<file path="src/rtl/vector_pkg.sv">
// -----------------------------------------------------------------------------
// vector_pkg
// Shared types and constants for the vector lane datapath (insert/extract and
// serializer paths).
//   LANES        : number of N-bit lanes in a V-bit vector register
//   lane_idx_t   : lane index (0..LANES-1)
//   lane_cnt_t   : lane count (1..LANES, 0 encodes a full vector)
//   ser_state_t  : serializer control states
//   norm_lane_count : maps an encoded count to the number of lanes to emit
// -----------------------------------------------------------------------------
package vector_pkg;

  localparam int LANES = 4;

  typedef logic [1:0] lane_idx_t;
  typedef logic [2:0] lane_cnt_t;

  typedef enum logic {
    IDLE = 1'b0,
    SEND = 1'b1
  } ser_state_t;

  // A count of 0 means "the whole vector".
  function automatic lane_cnt_t norm_lane_count(input lane_cnt_t cnt);
    if (cnt == '0) begin
      return lane_cnt_t'(LANES);
    end
    return cnt;
  endfunction

endpackage

</file>
<file path="src/rtl/vector_lane_select.sv">
// -----------------------------------------------------------------------------
// vector_lane_select
// Combinational V-to-N lane multiplexer. Lane i occupies bits [N*i +: N].
// Ports:
//   vec_i  : V-bit source vector
//   idx_i  : lane index to extract
//   lane_o : selected N-bit lane
// -----------------------------------------------------------------------------
module vector_lane_select #(
  parameter int V  = 128,
  parameter int N  = 32,
  parameter int IW = (V / N > 1) ? $clog2(V / N) : 1
) (
  input  logic [V-1:0]  vec_i,
  input  logic [IW-1:0] idx_i,
  output logic [N-1:0]  lane_o
);

  assign lane_o = vec_i[N*idx_i +: N];

endmodule

</file>
<file path="src/rtl/vector_lane_serializer.sv">
// -----------------------------------------------------------------------------
// vector_lane_serializer
// Streams the N-bit lanes of a V-bit vector one per output handshake, starting
// at a selected lane and wrapping modulo the lane count.
// Ports:
//   clk, rst_n       : clock (rising edge), asynchronous active-low reset
//   in_valid/in_ready: input handshake for vector_input/start_lane/lane_count
//   vector_input     : source vector, captured at acceptance
//   start_lane       : first lane to emit
//   lane_count       : lanes to emit (1..4, 0 means 4)
//   out_valid/out_ready : output handshake
//   dst, out_lane, out_last : emitted lane data, its index, final-lane flag
//   dst_parity       : even parity over dst (only with VSER_PARITY_EN)
// Optional feature macro: VSER_PARITY_EN
// in_ready is combinational from out_ready; every other output is registered.
// -----------------------------------------------------------------------------
module vector_lane_serializer
  import vector_pkg::*;
#(
  parameter int V = 128,
  parameter int N = 32
) (
  input  logic         clk,
  input  logic         rst_n,
  input  logic         in_valid,
  output logic         in_ready,
  input  logic [V-1:0] vector_input,
  input  lane_idx_t    start_lane,
  input  lane_cnt_t    lane_count,
  output logic         out_valid,
  input  logic         out_ready,
  output logic [N-1:0] dst,
  output lane_idx_t    out_lane,
  output logic         out_last
`ifdef VSER_PARITY_EN
  ,
  output logic         dst_parity
`endif
);

  ser_state_t   state_q, state_d;
  logic [V-1:0] vec_q, vec_d;
  lane_idx_t    cur_q, cur_d;
  lane_cnt_t    rem_q, rem_d;
  logic [N-1:0] dst_q, dst_d;

  logic         out_hs;
  logic         last_beat;
  logic         accept;
  logic [V-1:0] sel_vec;
  lane_idx_t    sel_idx;
  logic [N-1:0] sel_lane;

  assign last_beat = (rem_q == lane_cnt_t'(1));
  assign out_hs    = (state_q == SEND) && out_ready;
  assign in_ready  = (state_q == IDLE) || (out_hs && last_beat);
  assign accept    = in_valid && in_ready;

  // The next lane comes either from the vector being accepted this cycle or
  // from the captured vector one lane further on (2-bit add wraps 3 -> 0).
  assign sel_vec = accept ? vector_input : vec_q;
  assign sel_idx = accept ? start_lane : lane_idx_t'(cur_q + 2'd1);

  vector_lane_select #(
    .V (V),
    .N (N)
  ) u_lane_select (
    .vec_i  (sel_vec),
    .idx_i  (sel_idx),
    .lane_o (sel_lane)
  );

  always_comb begin
    state_d = state_q;
    vec_d   = vec_q;
    cur_d   = cur_q;
    rem_d   = rem_q;
    dst_d   = dst_q;
    if (accept) begin
      state_d = SEND;
      vec_d   = vector_input;
      cur_d   = start_lane;
      rem_d   = norm_lane_count(lane_count);
      dst_d   = sel_lane;
    end else if (out_hs) begin
      if (last_beat) begin
        state_d = IDLE;
        rem_d   = '0;
      end else begin
        cur_d = lane_idx_t'(cur_q + 2'd1);
        rem_d = rem_q - lane_cnt_t'(1);
        dst_d = sel_lane;
      end
    end
  end

  // ---- state / output register stage ----
  always_ff @(posedge clk or negedge rst_n) begin
    if (!rst_n) begin
      state_q <= IDLE;
      vec_q   <= '0;
      cur_q   <= '0;
      rem_q   <= '0;
      dst_q   <= '0;
    end else begin
      state_q <= state_d;
      vec_q   <= vec_d;
      cur_q   <= cur_d;
      rem_q   <= rem_d;
      dst_q   <= dst_d;
    end
  end

  assign out_valid = (state_q == SEND);
  assign dst       = dst_q;
  assign out_lane  = cur_q;
  assign out_last  = (state_q == SEND) && last_beat;

`ifdef VSER_PARITY_EN
  logic parity_q;

  // Parity follows dst_d so it is updated and held exactly like dst.
  always_ff @(posedge clk or negedge rst_n) begin
    if (!rst_n) begin
      parity_q <= 1'b0;
    end else begin
      parity_q <= ^dst_d;
    end
  end

  assign dst_parity = parity_q;
`endif

endmodule

</file>
<file path="config.mk">
export PLATFORM = sky130hd
export DESIGN_NAME = vector_lane_serializer
export DESIGN_NICKNAME = d
export VERILOG_FILES = /design/src/rtl/vector_pkg.sv /design/src/rtl/vector_lane_select.sv /design/src/rtl/vector_lane_serializer.sv
export SDC_FILE = /design/constraint.sdc
export NUM_CORES = 1
export LEC_CHECK = 0
export BUFFER_PORTS_ARGS = -buffer_cell sky130_fd_sc_hd__buf_2
export CAP_MARGIN = 10
export CORE_ASPECT_RATIO = 1.4
export CORE_MARGIN = 8
export CORE_UTILIZATION = 35
export CTS_CLUSTER_SIZE = 8
export DETAILED_ROUTE_END_ITERATION = 12
export PLACE_DENSITY = 0.56
export SYNTH_ARGS = -nofsm -noshare
export SYNTH_HDL_FRONTEND = slang
export SYNTH_HIERARCHICAL = 1
export SYNTH_SLANG_ARGS = --single-unit
</file>
<file path="constraint.sdc">
create_clock -name clk -period 2.65 [get_ports clk]
set_clock_uncertainty 0.1 [all_clocks]
set_input_delay 0.3975 -clock clk [delete_from_list [all_inputs] [get_ports clk]]
set_output_delay 0.3975 -clock clk [all_outputs]
set_load 0.02 [all_outputs]
</file>
==> implementation parameters <==
Parameter                              Value

Drt
  Remaining routing DRC violations ... 0
  Routed vias/inst ... approximately 4.9
  Post-route antenna net violation count ... 0
  Number of iterations in the first detailed-routing pass ... 4
  Final routed wire length divided by cell count ... 20.84 um
  First DRT Iteration DRCs ... between 150 and 200
  Total number of vias ... about 4500
  Total routed wirelength ... 19110 um

Setup path
  Sort of element at the start of the critical path ... flop
  Crit Path Category ... reg2reg
  Data required time at the worst endpoint ... 2.85 ns
  Worst Path Arrival ... 2.87 ns
  Critical Path Sink Type ... flop
  Max Fanout on Critical Path ... 12

Floorplanning
  Vertical die dimension ... 187.9 um
  Floorplan Core Area ... 20970 um^2
  # rows ... between 60 and 70
  Num ports ... around 170
  Starting density of the core ... 35.24%
  X dimension of the die ... 138.8 um
  Total Die Area ... around 26000 um^2

Power and ir drop
  Max IR drop VDD ... roughly 0.76 mV
  Power Dens Cells ... between 1000 and 1500 nW/um^2
  Lkg Pwr ... 4.525 nW

Clocking
  Number of buffers between clock root and the deepest sink ... 2
  Count of H-tree levels built during CTS ... 4
  Clock-pin slew of the registers on the worst-case setup and hold paths ... 0.08 ns
  Worst skew pair latency ... 0.42 ns
  Clock Sinks ... 166
  Number of buffers created by CTS ... 17
  Buffer type at the clock tree root ... sky130_fd_sc_hd__clkbuf_16
  Clock tree from TritonCTS ... done

Logic synthesis
  Count of flip-flops with a built-in enable after synthesis ... 0
  Fraction of synthesized cell area taken by the top area cell type ... 56.21%
  Seq cells post-synth ... 166
  Netlist area before placement ... around 7400 um^2
  Post-synth top area cell ... sky130_fd_sc_hd__dfrtp_1
  Portion of the post-synthesis area used by sequential elements ... 56.21%
  Synth Area per Inst ... 17.11 um^2
  Synthesized netlist net count ... between 500 and 600
  Dominant synthesized flop cell ... sky130_fd_sc_hd__dfrtp_1
  Warnings, synthesis ... 6
  Unique masters post-synth ... 35
  Most area-consuming cells after synthesis ... sky130_fd_sc_hd__dfrtp_1 56%, sky130_fd_sc_hd__mux2_2 10%, sky130_fd_sc_hd__mux2_1 10%
  Share of flip-flops with an asynchronous set or reset ... 100.0%
  Most frequently used cell type in the post-synthesis netlist ... sky130_fd_sc_hd__dfrtp_1
  Leading cell types by count after synthesis ... 166 x sky130_fd_sc_hd__dfrtp_1, 67 x sky130_fd_sc_hd__mux2_2, 66 x sky130_fd_sc_hd__mux2_1
  Cell count after synthesis ... around 430

Outcome
  Result of the run ... finished with violations
  Violations in the final reports ... negative setup slack

Run
  Reported max-cap violation count ... 0

STA
  Fin. Hold Viols ... 0
  Smallest hold slack ... between 0.1 and 0.15 ns
  Worst-case headroom to the max-slew limit ... 69.54%
  Post-route worst setup slack ... -0.01517 ns
  Final count of pins violating max slew ... 0
  Transition time at the pin with the least slew margin ... 0.4569 ns
  Final setup fails ... 3
  Unrepaired setup endpoints after global routing ... yes
  Period utilisation layout ... 100.6%
  Clock period minus worst slack ... ~2.7 ns
  Maximum achievable frequency ... 375.2 MHz

Final layout
  N_diodes ... 0
  Total number of nets in the final design ... roughly 800
  Final Core Density ... 46.29%
  Area Growth Syn to Fin ... 31.34%
  Share of post-route cells with drive strength above 1 ... 61.04%

Global routing
  Gr usage total ... 14.23%
  Number of global-route vias before repair ... 5181
  Initial antenna violation count ... 0
  Overflow left after global routing ... 0
  Met3 usage ... under 10%
  Met1 GRT Util ... 15.69%
  Wire length of the first global-routing pass ... 28840 um
  Largest net degree at the start of global routing ... 67
  Most used routing layer ... met2
  Met2 global-route usage ... approximately a quarter

Place
  Estimated wirelength of the detail-placed design ... 12850 um
  Buffers on Ports ... 173
  Routability congestion estimate from global placement ... 0.7399

Worst hold path
  Type of the worst min-delay path ... in2reg
## cell type report
cell class                      count  area (um^2)
Fill cell                        1920        11260
Sequential cell                   166         4154
Multi-Input combinational cell    236         3097
Timing Repair Buffer              219         1546
Clock buffer                       18        439.2
Tap cell                          260        325.3
Clock inverter                     14        128.9
Inverter                            4        15.01
## state kept, by name, summed over array words and instances, names as in the netlist
register / flops
dst: 32
out_lane: 2
out_valid: 1
rem_q: 3
vec_q: 128
## cell usage in the layout (no fill, tap or decap), types with 2 or more instances in the layout
cell / n
sky130_fd_sc_hd__buf_12: 10
sky130_fd_sc_hd__buf_16: 3
sky130_fd_sc_hd__buf_2: 172
sky130_fd_sc_hd__mux4_2: 32
sky130_fd_sc_hd__mux2_4: 56
sky130_fd_sc_hd__o31ai_1: 2
sky130_fd_sc_hd__nand2b_1: 4
sky130_fd_sc_hd__buf_6: 4
sky130_fd_sc_hd__nand2_1: 5
sky130_fd_sc_hd__nor2_1: 3
sky130_fd_sc_hd__mux2_2: 57
sky130_fd_sc_hd__buf_4: 21
sky130_fd_sc_hd__mux2_1: 50
sky130_fd_sc_hd__clkbuf_16: 24
sky130_fd_sc_hd__inv_6: 6
sky130_fd_sc_hd__o21ai_0: 4
sky130_fd_sc_hd__clkinv_4: 3
sky130_fd_sc_hd__a221o_1: 2
sky130_fd_sc_hd__inv_1: 3
sky130_fd_sc_hd__dfrtp_1: 166
sky130_fd_sc_hd__nor2b_1: 3
sky130_fd_sc_hd__inv_8: 4
## final timing paths
path / slack, ns / start / to / cells after the start
setup / recovery: -0.02 / rem_q[1]$_DFFE_PN0P_ / dst[21]$_DFFE_PN0P_ / 10
hold / removal: 0.11 / vector_input[60] / vec_q[60]$_DFF_PN0_ / 2
setup reg to reg: -0.02 / rem_q[1]$_DFFE_PN0P_ / dst[21]$_DFFE_PN0P_ / 10
hold reg to reg: 0.38 / vec_q[67]$_DFF_PN0_ / vec_q[67]$_DFF_PN0_ / 1
max in group asynchronous: 1.32 / rst_n / vec_q[36]$_DFF_PN0_ / 3
min in group asynchronous: 0.38 / rst_n / dst[27]$_DFFE_PN0P_ / 2
## per-stage QoR
step / area (um^2) / cells / TNS (ns) / setup WS (ns) / total power, mW
final: 9706 / 917 / -0.02443 / -0.01517 / 12.41
after floorplan: 7410 / 432 / -1.454 / -0.04851 / 8.183
after global placement: 8687 / 862 / -0.007425 / -0.007425 / 9.383
after detailed placement: 8687 / 862 / -0.6511 / -0.06118 / 9.614
after global routing: 9706 / 917 / -2.122 / -0.09691 / 13.18
after CTS: 9350 / 900 / -0.07415 / -0.01541 / 12.18
## timing repair
item / in CTS / in global routing
resized for setup: 5 / 36
cloned: 2 / 8
setup endpoints to repair: 24 / 32
endpoints found under the hold margin: 44 / 0
setup buffers: 3 / 9
hold buffers: 1 / 0
## cell families (layout without fill, tap and decap cells)
family                   Yosys count  after routing  share of synthesized area [%]
adder cells (fa/ha/maj)            2              2                         0.3386
buffers and inverters             30            255                          3.522
AO/OA/AOI/OAI                     19             19                          2.116
XOR/XNOR                           1              1                         0.1185
flip-flops                       166            166                          56.21
AND/OR/NAND/NOR                   19             19                          1.473
multiplexers                     195            195                          36.22
## metal layers
metal | vias up | wire [um]
met3 | 19 | 800
met5 | - | 0
met2 | 105 | 10240
met1 | 2334 | 7745
li1 | 2035 | -
met4 | 0 | 320
## where the power goes
group          switching (mW)  internal, mW  total (mW)
sequential              0.444          3.82        4.26
clock                    1.11          1.27        2.39
combinational            2.38          3.39        5.76
## worst max-delay path, cell delays in order (launching register included)
cell	delay [ns]
sky130_fd_sc_hd__dfrtp_1	0.38
sky130_fd_sc_hd__inv_2	0.08
sky130_fd_sc_hd__ha_4	0.13
sky130_fd_sc_hd__nand3b_1	0.12
sky130_fd_sc_hd__a21boi_4	0.18
sky130_fd_sc_hd__buf_6	0.16
sky130_fd_sc_hd__buf_12	0.16
sky130_fd_sc_hd__buf_12	0.15
sky130_fd_sc_hd__mux2_1	0.35
sky130_fd_sc_hd__mux4_2	0.47
sky130_fd_sc_hd__mux2_4	0.27
Note: power is estimated with default switching activity, not from simulation.
